==> config.mk <==
export PLATFORM = sky130hd
export DESIGN_NAME = spi_shift_engine
export DESIGN_NICKNAME = d
export VERILOG_FILES = /design/src/rtl/spi_pkg.sv /design/src/rtl/spi_bit_cnt.sv /design/src/rtl/spi_shift_engine.sv
export SDC_FILE = /design/constraint.sdc
export NUM_CORES = 1
export LEC_CHECK = 0
export BUFFER_PORTS_ARGS = -buffer_cell sky130_fd_sc_hd__buf_2
export CAP_MARGIN = 30
export CELL_PAD_IN_SITES_DETAIL_PLACEMENT = 0
export CELL_PAD_IN_SITES_GLOBAL_PLACEMENT = 1
export CORE_MARGIN = 2
export CORE_UTILIZATION = 25
export DETAILED_ROUTE_END_ITERATION = 8
export PLACE_DENSITY = 0.61
export SYNTH_ARGS = -nofsm -noshare
export SYNTH_HDL_FRONTEND = slang
export SYNTH_SLANG_ARGS = --single-unit
==> constraint.sdc <==
create_clock -name clk -period 4 [get_ports clk]
set_clock_uncertainty 0.15 [all_clocks]
set_input_delay 0.8 -clock clk [delete_from_list [all_inputs] [get_ports clk]]
set_output_delay 0.8 -clock clk [all_outputs]
set_load 0.005 [all_outputs]
==> src/rtl/spi_pkg.sv <==
`default_nettype none
// ============================================================================
// Module      : spi_pkg
// Description : Shared types and helpers for the SPI shift engine.
//               - state_e  : engine FSM states (IDLE/SHIFT/DONE)
//               - norm_len : maps a requested length of 0 or more than the
//                            register width onto the full register width
// Revision    : 1.0 - initial release
// ============================================================================
package spi_pkg;

  // Wide enough for a length field of a 32-bit register (clog2(33) = 6).
  localparam int MAX_CNT_W = 6;

  typedef enum logic [1:0] {
    IDLE  = 2'd0,
    SHIFT = 2'd1,
    DONE  = 2'd2
  } state_e;

  function automatic logic [MAX_CNT_W-1:0] norm_len(
    input logic [MAX_CNT_W-1:0] len,
    input int unsigned          data_w
  );
    logic [MAX_CNT_W-1:0] full;
    full = MAX_CNT_W'(data_w);
    if ((len == '0) || (len > full)) begin
      return full;
    end
    return len;
  endfunction

endpackage
`default_nettype wire

==> src/rtl/spi_bit_cnt.sv <==
`default_nettype none
// ============================================================================
// Module      : spi_bit_cnt
// Description : Bit counter for the SPI shift engine.
//   clk, rst : clock, synchronous active-high reset
//   clr      : synchronous clear (wins over en)
//   en       : count one bit
//   len      : transfer length L (already normalised, >= 1)
//   term     : high while the count equals L-1 (last bit of the transfer)
// Revision    : 1.0 - initial release
// ============================================================================
module spi_bit_cnt
  import spi_pkg::*;
#(
  parameter int CNT_W = 4
) (
  input  logic             clk,
  input  logic             rst,
  input  logic             clr,
  input  logic             en,
  input  logic [CNT_W-1:0] len,
  output logic             term
);

  logic [CNT_W-1:0] cnt_q;
  logic [CNT_W-1:0] cnt_d;

  always_comb begin
    cnt_d = cnt_q;
    if (clr) begin
      cnt_d = '0;
    end else if (en) begin
      cnt_d = cnt_q + CNT_W'(1);
    end
  end

  always_ff @(posedge clk) begin
    if (rst) begin
      cnt_q <= '0;
    end else begin
      cnt_q <= cnt_d;
    end
  end

  assign term = (cnt_q == (len - CNT_W'(1)));

endmodule
`default_nettype wire

==> src/rtl/spi_shift_engine.sv <==
`default_nettype none
// ============================================================================
// Module      : spi_shift_engine
// Description : Full-duplex SPI shift register with programmable length and
//               bit order. One bit is exchanged per shift_en strobe.
//   clk, rst             : clock, synchronous active-high reset
//   tx_valid / tx_ready  : request handshake (ready only in IDLE)
//   tx_data, len         : transmit word and length L (0 or >DATA_W = DATA_W)
//   lsb_first            : 1 = LSB-first, 0 = MSB-first
//   shift_en, sdi, sdo   : bit strobe, serial in, serial out
//   abort                : cancels an active transfer
//   rx_data, rx_valid    : received word (right-aligned) and its 1-cycle pulse
//   busy                 : engine not idle
// Revision    : 1.0 - initial release
// ============================================================================
module spi_shift_engine
  import spi_pkg::*;
#(
  parameter  int DATA_W = 8,
  localparam int CNT_W  = $clog2(DATA_W + 1)
) (
  input  logic              clk,
  input  logic              rst,
  input  logic              tx_valid,
  output logic              tx_ready,
  input  logic [DATA_W-1:0] tx_data,
  input  logic [CNT_W-1:0]  len,
  input  logic              lsb_first,
  input  logic              shift_en,
  input  logic              abort,
  input  logic              sdi,
  output logic              sdo,
  output logic [DATA_W-1:0] rx_data,
  output logic              rx_valid,
  output logic              busy
);

  state_e            state_q, state_d;
  logic [DATA_W-1:0] sr_q, sr_d;
  logic [CNT_W-1:0]  len_q, len_d;
  logic              lsb_q, lsb_d;
  logic [DATA_W-1:0] rx_data_q, rx_data_d;

  logic [CNT_W-1:0]  len_norm;
  logic [CNT_W-1:0]  pad_in;
  logic [CNT_W-1:0]  pad_q;
  logic              cnt_clr;
  logic              cnt_en;
  logic              cnt_term;

  assign len_norm = CNT_W'(norm_len(MAX_CNT_W'(len), DATA_W));
  // Number of unused register bits for the requested / latched length.
  assign pad_in   = CNT_W'(DATA_W) - len_norm;
  assign pad_q    = CNT_W'(DATA_W) - len_q;

  assign cnt_en   = (state_q == SHIFT) && shift_en && !abort;

  always_comb begin
    state_d   = state_q;
    sr_d      = sr_q;
    len_d     = len_q;
    lsb_d     = lsb_q;
    rx_data_d = rx_data_q;
    cnt_clr   = 1'b0;

    case (state_q)
      IDLE: begin
        if (tx_valid) begin
          state_d = SHIFT;
          // MSB-first shifts out of the top, so tx_data[L-1] is moved up to
          // bit DATA_W-1; LSB-first shifts out of bit 0 and loads unchanged.
          sr_d    = lsb_first ? tx_data : (tx_data << pad_in);
          len_d   = len_norm;
          lsb_d   = lsb_first;
          cnt_clr = 1'b1;
        end
      end

      SHIFT: begin
        if (abort) begin
          state_d = IDLE;
        end else if (shift_en) begin
          sr_d = lsb_q ? {sdi, sr_q[DATA_W-1:1]} : {sr_q[DATA_W-2:0], sdi};
          if (cnt_term) begin
            state_d = DONE;
            // MSB-first: received bits sit in [L-1:0], tx leftovers above.
            // LSB-first: received bits sit in the top L bits, so right-align.
            rx_data_d = lsb_q ? (sr_d >> pad_q)
                              : (sr_d & ({DATA_W{1'b1}} >> pad_q));
          end
        end
      end

      DONE: begin
        state_d = IDLE;
      end

      default: begin
        state_d = IDLE;
      end
    endcase
  end

  always_ff @(posedge clk) begin
    if (rst) begin
      state_q   <= IDLE;
      sr_q      <= '0;
      len_q     <= '0;
      lsb_q     <= 1'b0;
      rx_data_q <= '0;
    end else begin
      state_q   <= state_d;
      sr_q      <= sr_d;
      len_q     <= len_d;
      lsb_q     <= lsb_d;
      rx_data_q <= rx_data_d;
    end
  end

  spi_bit_cnt #(
    .CNT_W (CNT_W)
  ) u_bit_cnt (
    .clk  (clk),
    .rst  (rst),
    .clr  (cnt_clr),
    .en   (cnt_en),
    .len  (len_q),
    .term (cnt_term)
  );

  assign tx_ready = (state_q == IDLE);
  assign busy     = (state_q != IDLE);
  assign rx_valid = (state_q == DONE);
  assign rx_data  = rx_data_q;
  assign sdo      = (state_q == SHIFT) ? (lsb_q ? sr_q[0] : sr_q[DATA_W-1]) : 1'b0;

endmodule
`default_nettype wire

# After elaboration in Yosys (flattened, before gate mapping)
# Cells that the tools add are included.
# totals
ff_bits,27
out_inout_bits,12
# classes
addsub,4
magnitude_cmp,1
n_eq_ne,8
shifts,3
muxes,19
bitwise_logic,2
n_reduce_logical,13
# op_table
cell,n
$mux W8,6
$pmux W8 S2,1
$and A8 B8 Y8,1
$mux W2,4
$mux W4,2
$reduce_and A4 Y1,2
$shl A8 B4 Y8,1
$shr A8 B4 Y8,1
$shr A8 B4 Y8 const A,1
$sub A4 B4 Y4 const A,2
$ne A2 B2 Y1 const B,3
$ne A3 B3 Y1 const B,2
$mux W1,5
$add A4 B1 Y4 const B,1
$eq A4 B4 Y1,1
$gt A4 B4 Y1 const B,1
$logic_not A4 Y1,1
$pmux W2 S2,1
$reduce_bool A2 Y1,2
$sub A4 B1 Y4 const B,1
$reduce_and A3 Y1,1
$eq A2 B1 Y1 const B,1
$eq A2 B2 Y1 const B,1
$logic_and A1 B1 Y1,2
6 further kinds,6

# Depth between registers and ports, before layout
# logic_depth
depth_word,9
depth_mapped,11
depth_no_buf,9

# Modules after synthesis
# Synthesis repeated with hierarchy kept, for this count alone.
# unflattened
hier_cells,242
area_unflattened_um2,2082.0
# modules_own_cells
module,n_inst,cells_per_inst,area_per_inst_um2,seq_area_each_um2
spi_shift_engine,1,216,1834.3,460.4
spi_bit_cnt,1,26,247.7,80.1

# Least setup slack after synthesis
# Ideal clock, no wire load.
# synth_timing
path_type,in2reg
startpoint,input len[0]
endpoint,register sr_q[6]
setup_time_ns,0.124
arrival_ns,2.574
t_required_ns,3.726
setup_slack_ns,1.151
path_stages,9
cell_sequence,nor2b_1 -> buf_4 -> inv_1 -> ha_1 -> buf_4 -> inv_2 -> mux4_2 -> a221oi_2 -> o41ai_2
# synth_between
elab_chain_cells,9
# synth_rtl
element,line,text
start: declaration,spi_shift_engine.sv:27,"input logic [CNT_W-1:0] len,"
$gt A4 B4 Y1 / $logic_not A4 Y1 (equally long branches),spi_pkg.sv:27,if ((len == '0) || (len > full)) begin
$logic_or A1 B1 Y1,spi_pkg.sv:27,
$mux W1,spi_pkg.sv:27,
$mux W4 (*),spi_pkg.sv:30,return len;
$sub A4 B4 Y4 (*),spi_shift_engine.sv:53,assign pad_in = CNT_W'(DATA_W) - len_norm;
$shl A8 B4 Y8 (*),spi_shift_engine.sv:72,sr_d = lsb_first ? tx_data : (tx_data << pad_in);
$mux W8 (*),spi_shift_engine.sv:72,
$mux W8 (*),spi_shift_engine.sv:68,if (tx_valid) begin
$pmux W8 S2 (*),spi_shift_engine.sv:66,case (state_q)
end signal: assignment,spi_shift_engine.sv:113,sr_q <= sr_d;
end: declaration,spi_shift_engine.sv:39,"logic [DATA_W-1:0] sr_q, sr_d;"
# Every way passes the cells marked *; elsewhere a longest branch is shown, timed or not. The select of a mux whose other input is x is not followed.
# A chain may end at the register's enable or synchronous reset.

# Worst setup path after layout
# layout_timing
startpoint,input len[3]
endpoint,register sr_q[6]
# Same word-level chain as after synthesis.

==> impl_metrics.ini <==
[logic_synthesis]
synth.area.top_cells = dfxtp_1, mux2i_1, nand2_1, mux2_2, ha_1
syn_inst = 254
seq_area_frac_synth_pct = 24.5
ys.flop_type = dfxtp_1
synth_top_area_cell = dfxtp_1
async_reset_ff_share_pct = 0
synth_warnings = 0
synth.avg_cell_area_um2 = 8.68
synth_nets = 279
yosysUniqueCellTypes = 67
syn_area_um2 = 2210
synth_most_common_cell = nand2_1
synth_seq_cells = 27
synth-edff-count = 0
synth_top_area_share_pct = 24.5
ys_top_cells_by_count = nand2_1, dfxtp_1, nor2_1

[power_and_ir_drop]
p_leak_nw = 0.929
p_comb_share_pct = 30.3
switching_share_pct = 33.0
irDropWorstVdd_mv = 0.143
clockPowerShare_pct = 23.8
pwr_density_cell_nw_per_um2 = 271
intPower_w = 0.000439
seq_power_share_pct = 45.9
switching_power_w = 0.000216

[timing]
setup_viol = 0
fmax_ghz = 0.348
hold_violations = 0
final.setup.tns_ns = 0
rsz0062_at_grt = false
worst_pin_slew_ns = 0.795
finalCritPeriodShare_pct = 71.8
period_needed_ns = 2.87
fin_ws_ns = 1.13
whs_ns = 0.310
drv_slew = 0
relSlewSlack_pct = 46.9

[worst_setup_path]
path_buf_inv = 4
cp-start-kind = input pin
crit_type = in2reg
rr_startpoint = len_q[1]
crit_required_ns = 4.00
r2r_setup_slack_ns = 1.45
cp-end-kind = flip-flop
path_cells = buf_2 -> nor2b_1 -> buf_4 -> inv_1 -> ha_1 -> inv_2 -> mux4_2 -> a221oi_2 -> o41ai_2
crit_fanout = 9
reg2reg_depth = 6
r2r-end = rx_data[0]
worstPathArrival_ns = 2.87
slowest_delay_ns = 0.52
startpoint = len[3]
crit_family = buffers and inverters
cp_slowest_cell = mux4_2

[hold_path]
hold_start = rx_data[7]
min_to = rx_data[7]
hold_depth = 2
min_path_type = reg2reg

[cells_and_area]
num_antenna_cells = 0
final_area_um2 = 2420
layout.nets = 298
layout-drive-gt1-share_pct = 26.1
syn_to_final_growth_pct = 9.76
multi_input_area_um2 = 1490
fillers = 953
regArea_um2 = 541

[route]
wl_per_cell_um = 15.2
routed_wirelength_um = 5790
drt_iter0_markers = 169
drc = 0
drt-vias-per-instance = 5.06
dr.pass1.iters = 4
antenna_left = 0
vias = 1924

[placed_design]
portBuffers = 30
placed_cell_area_um2 = 2380
post-dp-hpwl_um = 4380
routabilityCongestion = 0.895
place_ws_ns = 0.847

[floorplanning]
die_x_um = 97.9
start_util_pct = 25.5
die_y_um = 97.9
rows = 34
io_pins = 31
dieArea_um2 = 9590
fp.coreArea_um2 = 8640

[cts]
ctsLongestPathBuffers = 2
clockRootBuffer = clkbuf_8
postCtsResizedCells = 0
clk_pin_slew_ns = 0.09
postCtsSetupBuffers = 0
cts_hold_buf = 0
h-tree-depth = 1
cts.sinks = 27
cts_tree = done
cts_buffers = 3
clock_latency_ns = 0.27

[global_route]
globalRoute.totalOverflow = 0
grt_start_max_net_pins = 24
grt_pass1_vias = 1883
grt_pass1_wl_um = 9770
grt_usage_pct = 12.2
grt_antenna_before_repair = 0

[run_status]
status = complete, no violations

[job]
drv_cap = 0
[layer usage]
metal / track usage [%] / wire length (um) / part of all wire, % / up-vias
met2: 19.8 / 2630 / 45 / 42
met4: 1.82 / 55 / 0.95 / 0
met1: 17.2 / 2850 / 49 / 916
met5: 0 / 0 / 0 / -
li1: - / - / - / 960
met3: 2.43 / 259 / 4.5 / 6
[how the worst max path moves through the flow]
| stage | endpoint | slack [ns] | depth (start not counted) |
|---|---|---|---|
| after detailed placement | sr_q[6] | 0.85 | 9 |
| after CTS | sr_q[6] | 1.14 | 9 |
| after floorplan | sr_q[6] | 1.15 | 9 |
| final | sr_q[6] | 1.13 | 9 |
| after global placement | sr_q[6] | 0.91 | 9 |
| after global routing | sr_q[6] | 1.02 | 9 |
[layout make-up]
cell class	count	area share, %
Multi-Input combinational cell	198	61.6
Sequential cell	27	22.3
Clock buffer	4	1.86
Timing Repair Buffer	33	7.13
Tap cell	108	5.58
Inverter	10	1.55
[power by group through the flow]
stage | Sequential, W | Combinational [W] | Clock [W]
final | 0.000301 | 0.000198 | 0.000156
after global routing | 0.000303 | 0.000221 | 0.000173
after CTS | 0.000300 | 0.000200 | 0.000165
after detailed placement | 0.000307 | 0.000199 | 0
after global placement | 0.000307 | 0.000199 | 0
after floorplan | 0.000297 | 0.000162 | 0
[registers in the layout, summed over array words and instances, names as in the netlist]
| name | count |
|---|---|
| rx_data | 8 |
| sr_q | 8 |
| len_q | 4 |
| u_bit_cnt.cnt_q | 4 |
| state_q | 2 |
| lsb_q | 1 |
[metrics by stage]
stage,total power [W],cells,util (%)
2_1_floorplan,0.000459,254,-
5_1_grt,0.000697,380,28.0
6_report,0.000655,380,28.0
3_3_place_gp,0.000506,376,27.5
4_1_cts,0.000665,380,28.0
3_5_place_dp,0.000506,376,27.5
[cells in the final DEF (no fill, tap or decap), types with 4 or more instances in the layout]
cell type / count
inv_1: 9
dfxtp_1: 27
o21ai_0: 11
nor3b_1: 4
xor2_1: 5
nor3_1: 10
xnor2_1: 4
ha_1: 6
buf_2: 30
o211ai_1: 4
a21oi_1: 13
nand3_1: 4
mux2i_1: 14
nor2b_1: 7
nor2_1: 15
mux2_2: 7
nand2_1: 28
[cell families after synthesis]
kind of cell	Yosys count	share of synthesized area, %
flops	27	24.5
mux	25	14.0
simple gates	94	23.9
buf+inv	29	7.94
compound gates	64	22.7
fa+ha+maj	6	3.40
xor+xnor	9	3.57
[worst register-to-register path: stages (launching register included)]
cell and delay, ns:
dfxtp_1 0.38, inv_1 0.09, ha_1 0.65, mux2_2 0.42, mux4_2 0.46, nor3_1 0.18, o2bb2ai_1 0.10
Power figures use the tool's default switching activity.
